[config.mk]
export PLATFORM = sky130hd
export DESIGN_NAME = iob_nco_mc
export DESIGN_NICKNAME = d
export VERILOG_FILES = /design/src/rtl/iob_nco_mc_pkg.sv /design/src/rtl/iob_nco_mc_ch.sv /design/src/rtl/iob_nco_mc.sv
export SDC_FILE = /design/constraint.sdc
export NUM_CORES = 1
export LEC_CHECK = 0
export CORE_ASPECT_RATIO = 1.75
export CORE_MARGIN = 2
export CORE_UTILIZATION = 40
export DETAILED_ROUTE_END_ITERATION = 8
export GPL_TIMING_DRIVEN = 0
export PLACE_DENSITY_LB_ADDON = 0.2
export SLEW_MARGIN = 20
export SYNTH_ARGS = -nofsm -noshare
export SYNTH_HDL_FRONTEND = slang
export SYNTH_HIERARCHICAL = 1
export SYNTH_SLANG_ARGS = --single-unit
[constraint.sdc]
create_clock -name clk_i -period 4.7 [get_ports clk_i]
set_clock_uncertainty 0.2 [all_clocks]
set_input_delay 0.47 -clock clk_i [delete_from_list [all_inputs] [get_ports clk_i]]
set_output_delay 0.47 -clock clk_i [all_outputs]
set_load 0.01 [all_outputs]
[src/rtl/iob_nco_mc_pkg.sv]
// rtl/iob_nco_mc_pkg.sv - shared encodings and helpers for the multi-channel NCO clock generator
// Contents:
//   cfg_sel_e   : register select encodings for cfg_sel_i
//   MIN_PERIOD  : smallest legal PERIOD_INT; below this a channel holds and flags an error
//   ch_width()  : width of the channel index, never less than one bit
package iob_nco_mc_pkg;

    typedef enum logic [1:0] {
        SEL_PERIOD_INT  = 2'd0,
        SEL_PERIOD_FRAC = 2'd1,
        SEL_DUTY        = 2'd2,
        SEL_ENABLE      = 2'd3
    } cfg_sel_e;

    localparam int MIN_PERIOD = 2;

    function automatic int ch_width(input int n_ch);
        return (n_ch > 1) ? $clog2(n_ch) : 1;
    endfunction

endpackage

[src/rtl/iob_nco_mc_ch.sv]
// rtl/iob_nco_mc_ch.sv - one NCO channel: shadow/active config, cycle counter, fraction accumulator
// Ports:
//   clk_i, arst_n_i, cke_i : clock, async active-low reset, clock enable (low = hold)
//   sync_i                 : realign pulse (restart counters, commit shadows)
//   wr_*_i                 : decoded write strobes for this channel
//   wdata_int_i            : PERIOD_INT / DUTY write data
//   wdata_frac_i           : PERIOD_FRAC write data
//   en_bit_i               : ENABLE write data
//   clk_out_o, tick_o      : registered generated clock and end-of-period pulse
//   err_o                  : enabled with an illegal active PERIOD_INT
module iob_nco_mc_ch
    import iob_nco_mc_pkg::*;
#(
    parameter int INT_W  = 16,
    parameter int FRAC_W = 16
) (
    input  logic              clk_i,
    input  logic              arst_n_i,
    input  logic              cke_i,
    input  logic              sync_i,
    input  logic              wr_int_i,
    input  logic              wr_frac_i,
    input  logic              wr_duty_i,
    input  logic              wr_en_i,
    input  logic [INT_W-1:0]  wdata_int_i,
    input  logic [FRAC_W-1:0] wdata_frac_i,
    input  logic              en_bit_i,
    output logic              clk_out_o,
    output logic              tick_o,
    output logic              err_o
);

    logic [INT_W-1:0]  sh_int, act_int;
    logic [FRAC_W-1:0] sh_frac, act_frac;
    logic [INT_W-1:0]  sh_duty, act_duty;
    logic              en;
    logic [INT_W-1:0]  c;
    logic [FRAC_W-1:0] f;
    logic              carry;

    logic              bad_int;
    logic              run;
    logic [INT_W:0]    len;
    logic              period_end;
    logic              commit;
    logic [FRAC_W:0]   frac_sum;

    // One extra bit on len so PERIOD_INT at full scale plus a carry does not wrap.
    assign bad_int    = act_int < INT_W'(MIN_PERIOD);
    assign run        = en && !bad_int;
    assign len        = {1'b0, act_int} + {{INT_W{1'b0}}, carry};
    assign period_end = run && (({1'b0, c} + (INT_W+1)'(1)) == len);
    // A stopped channel (disabled or illegal period) commits every cycle, which is
    // also how a corrected PERIOD_INT gets in and clears the error.
    assign commit     = !run || sync_i || period_end;
    assign frac_sum   = {1'b0, f} + {1'b0, act_frac};
    assign err_o      = en && bad_int;

    always_ff @(posedge clk_i or negedge arst_n_i) begin
        if (!arst_n_i) begin
            sh_int    <= '0;
            sh_frac   <= '0;
            sh_duty   <= '0;
            act_int   <= '0;
            act_frac  <= '0;
            act_duty  <= '0;
            en        <= 1'b0;
            c         <= '0;
            f         <= '0;
            carry     <= 1'b0;
            clk_out_o <= 1'b0;
            tick_o    <= 1'b0;
        end else if (cke_i) begin
            if (wr_int_i)  sh_int  <= wdata_int_i;
            if (wr_frac_i) sh_frac <= wdata_frac_i;
            if (wr_duty_i) sh_duty <= wdata_int_i;
            if (wr_en_i)   en      <= en_bit_i;

            // Non-blocking copy picks up the shadow as it was before a coincident write.
            if (commit) begin
                act_int  <= sh_int;
                act_frac <= sh_frac;
                act_duty <= sh_duty;
            end

            if (!run || sync_i) begin
                c     <= '0;
                f     <= '0;
                carry <= 1'b0;
            end else if (period_end) begin
                c     <= '0;
                f     <= frac_sum[FRAC_W-1:0];
                carry <= frac_sum[FRAC_W];
            end else begin
                c     <= c + INT_W'(1);
            end

            // Both outputs describe the counter value of the cycle just finished.
            clk_out_o <= run && (c < act_duty);
            tick_o    <= period_end && !sync_i;
        end
    end

endmodule

[src/rtl/iob_nco_mc.sv]
// rtl/iob_nco_mc.sv - multi-channel fractional NCO clock generator: write decode, sync fan-out, ack
// Ports:
//   clk_i, arst_n_i, cke_i          : clock, async active-low reset, clock enable
//   cfg_valid_i, cfg_ch_i,
//   cfg_sel_i, cfg_wdata_i          : config write (channel, register select, LSB-aligned data)
//   cfg_ack_o                       : registered pulse the cycle after an accepted write
//   sync_i                          : realign pulse for all channels
//   clk_out_o, tick_o, err_o        : per-channel generated clock, end-of-period tick, error
module iob_nco_mc
    import iob_nco_mc_pkg::*;
#(
    parameter int N_CH   = 4,
    parameter int INT_W  = 16,
    parameter int FRAC_W = 16,
    parameter int DATA_W = 32,
    localparam int CH_W  = ch_width(N_CH)
) (
    input  logic              clk_i,
    input  logic              arst_n_i,
    input  logic              cke_i,
    input  logic              cfg_valid_i,
    input  logic [CH_W-1:0]   cfg_ch_i,
    input  logic [1:0]        cfg_sel_i,
    input  logic [DATA_W-1:0] cfg_wdata_i,
    output logic              cfg_ack_o,
    input  logic              sync_i,
    output logic [N_CH-1:0]   clk_out_o,
    output logic [N_CH-1:0]   tick_o,
    output logic [N_CH-1:0]   err_o
);

    logic     wr_acc;
    cfg_sel_e sel;
    logic     unused_wdata;

    assign wr_acc       = cfg_valid_i && cke_i;
    assign sel          = cfg_sel_e'(cfg_sel_i);
    assign unused_wdata = ^cfg_wdata_i;

    // Every accepted write is acknowledged, including ones aimed at a missing channel.
    always_ff @(posedge clk_i or negedge arst_n_i) begin
        if (!arst_n_i) begin
            cfg_ack_o <= 1'b0;
        end else if (cke_i) begin
            cfg_ack_o <= cfg_valid_i;
        end
    end

    // Only indices below N_CH are decoded, so out-of-range writes touch nothing.
    for (genvar i = 0; i < N_CH; i++) begin : g_ch
        logic hit;
        assign hit = wr_acc && (cfg_ch_i == CH_W'(i));

        iob_nco_mc_ch #(
            .INT_W (INT_W),
            .FRAC_W(FRAC_W)
        ) u_ch (
            .clk_i       (clk_i),
            .arst_n_i    (arst_n_i),
            .cke_i       (cke_i),
            .sync_i      (sync_i),
            .wr_int_i    (hit && (sel == SEL_PERIOD_INT)),
            .wr_frac_i   (hit && (sel == SEL_PERIOD_FRAC)),
            .wr_duty_i   (hit && (sel == SEL_DUTY)),
            .wr_en_i     (hit && (sel == SEL_ENABLE)),
            .wdata_int_i (cfg_wdata_i[INT_W-1:0]),
            .wdata_frac_i(cfg_wdata_i[FRAC_W-1:0]),
            .en_bit_i    (cfg_wdata_i[0]),
            .clk_out_o   (clk_out_o[i]),
            .tick_o      (tick_o[i]),
            .err_o       (err_o[i])
        );
    end

endmodule
==> impl_metrics.json, run 1 <==
{
  "fp.dieH_um": 360.2,
  "syn_to_final_growth_pct": 11.55,
  "rows": 130,
  "hold_viol": 0,
  "synth_nets": 2685,
  "status": "completed",
  "crit_fanout": 10,
  "antenna_cells": 0,
  "drc": 0,
  "setup.worst_path.class": "flip-flop to flip-flop",
  "vias_per_cell": 5.598,
  "p_seq_share_pct": 46.7,
  "ys_warn_count": 6,
  "clkSinkCount": 529,
  "grt_first_pass_wirelength_um": 123500,
  "period_needed_ps": 4083,
  "irDropWorstVdd_mv": 0.2551,
  "cp-startpoint": "g_ch[0].u_ch/c[1]$_DFFE_PN0P_",
  "start_kind": "flip-flop",
  "drtIter0Drc": 936,
  "grt_setup_unrepaired": "no",
  "chipWidth_um": 207.6,
  "cts_tree": "yes",
  "synthCells": 2500,
  "slew_viol_final": 0,
  "finalSetupTns_ps": 0,
  "holdWs_ps": 163.8,
  "combPwrFrac_pct": 17.0,
  "overflow": 0,
  "layout_commonest_cell": "dfrtp_1",
  "antenna_found_initial": 2,
  "clkTransAtPathRegs_ps": 70,
  "power_frac_clock_pct": 36.3,
  "critPathMaxStageDelay_ps": 650,
  "start_util_pct": 40.44,
  "drt-total-wl_um": 79160,
  "final_cell_mix": "529 x dfrtp_1, 356 x mux2_2, 152 x xnor2_1",
  "via_count": 19930,
  "cts_resized": 0,
  "clk_latency_ps": 630,
  "synthFlopType": "dfrtp_1",
  "syn_area_per_cell_um2": 11.60,
  "cts_made_buffers": 51,
  "cts_hold_buf": 2,
  "postRouteAntennaNets": 0,
  "place_congestion": 0.8902,
  "clockRootBuffer": "clkbuf_16",
  "yosysUniqueCellTypes": 76,
  "post_cts_buffers": 0,
  "num_io_pins": 54,
  "grt_max_degree": 102,
  "path_cells": "ha_1 -> nand3_1 -> nor4_2 -> xor2_1 -> mux2_2 -> or4_1 -> nor2_2 -> buf_2 -> a22o_1",
  "critPathTopFamily": "simple AND/OR/NAND/NOR gates",
  "cellInternalPower_mw": 8.471,
  "hold_start": "cfg_wdata_i[5]",
  "p_sw_share_pct": 27.78,
  "final_util_pct": 45.11,
  "drive_above_1_share_pct": 23.13,
  "dr.pass1.iters": 4,
  "port_buffers": 37,
  "period_share_pct": 86.88,
  "slowest_stage": "nor4_2",
  "tightest_slew_ps": 1079,
  "leakage_nw": 15.05,
  "hpwl_um": 56920,
  "ys_ff_latch": 529,
  "cts_buffer_depth": 3,
  "critPathBufInv": 1,
  "nets": 2784,
  "p_per_area_nw_per_um2": 362.5,
  "dieArea_um2": 74770,
  "power.switching_mw": 3.259,
  "required_ps": 5050,
  "cts_max_level": 2,
  "detail_route.wl_per_cell_um": 22.23,
  "max-cap-violations": 0,
  "ys_async_sr_fraction_pct": 100.0,
  "synth_area_um2": 29010,
  "yosysSeqAreaShare_pct": 45.64,
  "core_area_um2": 71730,
  "power_mw": 11.73,
  "setup_viol": 0,
  "cp-end-kind": "flip-flop",
  "max_slew_margin_pct": 27.81,
  "arrival_ps": 4430,
  "synth_edf_count": 0,
  "fmax_mhz": 244.9,
  "grt_usage_pct": 21.30,
  "min_path_type": "input port to flip-flop",
  "r2r-start": "g_ch[0].u_ch/c[1]$_DFFE_PN0P_",
  "grt_pass1_vias": 21030
}
-- state kept, by name, indices dropped and copies added (netlist names) --
name,cells
g_ch.u_ch/sh_frac,64
g_ch.u_ch/act_duty,64
cfg_ack_o,1
g_ch.u_ch/act_frac,64
g_ch.u_ch/sh_int,64
g_ch.u_ch/tick_o,4
g_ch.u_ch/en,4
g_ch.u_ch/sh_duty,64
g_ch.u_ch/clk_out_o,4
g_ch.u_ch/c,64
g_ch.u_ch/act_int,64
g_ch.u_ch/f,64
g_ch.u_ch/carry,4
-- cell usage after synthesis (37+ instances only) --
cell type | n | share of area (%)
dfrtp_1 | 529 | 46
mux2_2 | 356 | 14
xnor2_1 | 152 | 4.6
ha_1 | 140 | 6.0
inv_1 | 113 | 1.5
nor2_1 | 108 | 1.4
nand2_1 | 97 | 1.3
a21oi_1 | 91 | 1.6
nand3_1 | 89 | 1.5
xor2_1 | 83 | 2.5
nand4_1 | 62 | 1.3
buf_2 | 48 | 0.83
a22o_1 | 46 | 1.4
o21ai_0 | 42 | 0.72
nor3_1 | 39 | 0.67
and3_1 | 37 | 0.80
-- power by group through the flow --
stage | clock (mW) | sequential, mW | combinational (mW)
final | 4.25 | 5.48 | 1.99
after global routing | 4.55 | 5.55 | 2.21
after CTS | 4.40 | 5.48 | 2.02
after detailed placement | 0 | 5.57 | 2.01
after global placement | 0 | 5.57 | 1.95
after floorplan | 0 | 5.40 | 1.47
-- cell families (layout without fill, tap and decap cells) --
logic type               Yosys count  in the layout  synth area share (%)
XOR/XNOR                         244            244                 7.730
flip-flops                       529            529                 45.64
buffers and inverters            212            349                 3.442
adder cells (fa/ha/maj)          144            144                 6.315
multiplexers                     406            406                 16.17
AND/OR/NAND/NOR                  592            592                 11.37
AO/OA/AOI/OAI                    373            373                 9.339
-- layer usage --
metal | track usage (%) | up-vias | routed length (um)
li1 | - | 9256 | -
met1 | 22.86 | 10160 | 29660
met2 | 41.16 | 339 | 43620
met3 | 2.271 | 178 | 1980
met4 | 10.08 | 0 | 3900
met5 | 0 | - | 0
-- path summary, 6_finish.rpt --
kind,endpoint,slack (ps),cells past startpoint
worst max register to register,g_ch[0].u_ch/f[12]$_DFFE_PN0P_,620,9
max in group asynchronous,g_ch[2].u_ch/act_int[9]$_DFFE_PN0P_,2220,5
min in group asynchronous,g_ch[1].u_ch/sh_frac[3]$_DFFE_PN0P_,220,2
worst min-delay path,g_ch[3].u_ch/sh_int[5]$_DFFE_PN0P_,160,3
worst min register to register,g_ch[3].u_ch/tick_o$_DFFE_PN0P_,280,1
worst max-delay path,g_ch[0].u_ch/f[12]$_DFFE_PN0P_,620,9
-- per-stage QoR --
stage               worst slack [ps]  std cells  area (um^2)
floorplan                       1495       2500        29010
global placement              -20410       3461        30530
detailed placement             615.9       3468        30640
CTS                            573.2       3561        32350
global route                   293.0       3561        32360
finish                         616.6       3561        32360
-- worst register-to-register path, cell delays in order, from the launching register on --
cell	delay, ps
dfrtp_1	460
ha_1	290
nand3_1	270
nor4_2	650
xor2_1	270
mux2_2	420
or4_1	550
nor2_2	380
buf_2	340
a22o_1	190
-- layout make-up --
cell class              count  area [um^2]
multi-input cells        1759        14780
clock inverters            11        136.4
plain buffers              99        574.3
inverters                 113        424.2
flip-flops and latches    529        13240
repair buffers             46        503.0
clock buffers              80         1548
fillers                  6656        39380
well taps                 924         1156
(Power assumes the default switching activity.)
==> run 2: changes to the inputs <==
--- a/config.mk
+++ b/config.mk
@@ -5,12 +5,12 @@
 export SDC_FILE = /design/constraint.sdc
 export NUM_CORES = 1
 export LEC_CHECK = 0
-export CORE_ASPECT_RATIO = 1.75
+export CORE_ASPECT_RATIO = 1.4
 export CORE_MARGIN = 2
 export CORE_UTILIZATION = 40
 export DETAILED_ROUTE_END_ITERATION = 8
-export GPL_TIMING_DRIVEN = 0
 export PLACE_DENSITY_LB_ADDON = 0.2
+export SKIP_CTS_REPAIR_TIMING = 1
 export SLEW_MARGIN = 20
 export SYNTH_ARGS = -nofsm -noshare
 export SYNTH_HDL_FRONTEND = slang
==> impl_metrics.json, run 2 (synthesis results as in run 1) <==
{
  "cts_tree": "yes",
  "cts_max_level": 2,
  "setup.worst_path.class": "flip-flop to flip-flop",
  "period_needed_ps": 4078,
  "n_fill_cell": 6616,
  "grt_pass1_vias": 20410,
  "max-cap-violations": 0,
  "hpwl_um": 49100,
  "fp.dieH_um": 322.6,
  "drive_above_1_share_pct": 22.20,
  "syn_to_final_growth_pct": 11.07,
  "crit_fanout": 49,
  "rows": 116,
  "drtIter0Drc": 1004,
  "final_util_pct": 44.93,
  "final_cell_mix": "529 x dfrtp_1, 356 x mux2_2, 152 x xnor2_1",
  "drc": 0,
  "grt_usage_pct": 19.72,
  "p_per_area_nw_per_um2": 370.4,
  "via_count": 19590,
  "clkSinkCount": 529,
  "core_area_um2": 71700,
  "status": "completed",
  "clockRootBuffer": "clkbuf_16",
  "nets": 2717,
  "vias_per_cell": 5.569,
  "arrival_ps": 4390,
  "clk_latency_ps": 620,
  "grt_max_degree": 107,
  "drt-total-wl_um": 72080,
  "chipWidth_um": 231.6,
  "start_kind": "flip-flop",
  "max_slew_margin_pct": 23.77,
  "start_util_pct": 40.45,
  "hold_viol": 0,
  "slew_viol_final": 0,
  "period_share_pct": 86.77,
  "setup_viol": 0,
  "num_io_pins": 54,
  "tightest_slew_ps": 1140,
  "antenna_found_initial": 3,
  "cp-end-kind": "flip-flop",
  "min_path_type": "input port to flip-flop",
  "port_buffers": 37,
  "dr.pass1.iters": 5,
  "grt_setup_unrepaired": "no",
  "finalSetupTns_ps": 0,
  "grt_first_pass_wirelength_um": 115500,
  "overflow": 0,
  "fmax_mhz": 245.2,
  "detail_route.wl_per_cell_um": 20.49,
  "irDropWorstVdd_mv": 0.2717,
  "cts_buffer_depth": 3,
  "required_ps": 5010,
  "postRouteAntennaNets": 0,
  "cts_made_buffers": 54,
  "clkTransAtPathRegs_ps": 60,
  "place_congestion": 0.8839,
  "leakage_nw": 14.87,
  "layout_commonest_cell": "dfrtp_1",
  "dieArea_um2": 74710
}
[run 2: critical path: stages, from the launching register on]
cell,delay [ps]
dfrtp_1,480
ha_1,320
nand4_1,270
or3b_1,510
mux2i_1,170
o211ai_1,110
nor4b_1,370
and4_1,590
o21ai_4,160
buf_4,360
mux2_4,380
[run 2: final timing paths]
check                           cells after the start  slack (ps)                               endpoint                            startpoint
worst max-delay path                               10         620  g_ch[1].u_ch/act_frac[14]$_DFFE_PN0P_         g_ch[1].u_ch/c[0]$_DFFE_PN0P_
worst min-delay path                                2         220          g_ch[3].u_ch/c[5]$_DFFE_PN0P_                                 cke_i
worst max register to register                     10         620  g_ch[1].u_ch/act_frac[14]$_DFFE_PN0P_         g_ch[1].u_ch/c[0]$_DFFE_PN0P_
worst min register to register                      1         270  g_ch[3].u_ch/act_duty[14]$_DFFE_PN0P_  g_ch[3].u_ch/sh_duty[14]$_DFFE_PN0P_
max in group asynchronous                           3        2860    g_ch[0].u_ch/act_int[3]$_DFFE_PN0P_                              arst_n_i
min in group asynchronous                           2         330    g_ch[2].u_ch/sh_int[10]$_DFFE_PN0P_                              arst_n_i
[run 2: area by class of cell]
class	instances	area, um^2	share of cell area, %
Antenna cell	2	5.005	0.01553
Clock buffer	74	1536	4.769
Clock inverter	22	305.3	0.9476
Inverter	113	424.2	1.317
Multi-Input combinational cell	1759	14780	45.87
Sequential cell	529	13240	41.09
Tap cell	944	1181	3.666
Timing Repair Buffer	75	750.7	2.330
[run 2: power breakdown]
group / internal [mW] / switching [mW]
Combinational: 0.963 / 0.955
Sequential: 5.07 / 0.425
Clock: 2.66 / 1.86
Total: 8.70 / 3.24
[run 2: metrics by stage]
stage / hold WS, ps / setup WS [ps] / total power [mW] / cell area [um^2] / std cells
2_1_floorplan: -25.59 / 1495 / 6.867 / 29010 / 2500
6_report: 224.0 / 621.6 / 11.93 / 32220 / 3518
5_1_grt: 213.4 / 415.2 / 12.54 / 32210 / 3516
3_5_place_dp: 268.1 / 685.9 / 7.521 / 30350 / 3419
4_1_cts: -239.0 / 656.9 / 12.12 / 32190 / 3515
3_3_place_gp: 261.4 / 680.8 / 7.436 / 30360 / 3419
[run 2: per-layer routing]
metal | global-route usage, % | routed length, um | vias up
li1 | - | - | 9133
met1 | 23.50 | 29700 | 10000
met2 | 35.93 | 37390 | 311
met3 | 2.237 | 2023 | 143
met4 | 8.048 | 2964 | 0
met5 | 0 | 0 | -
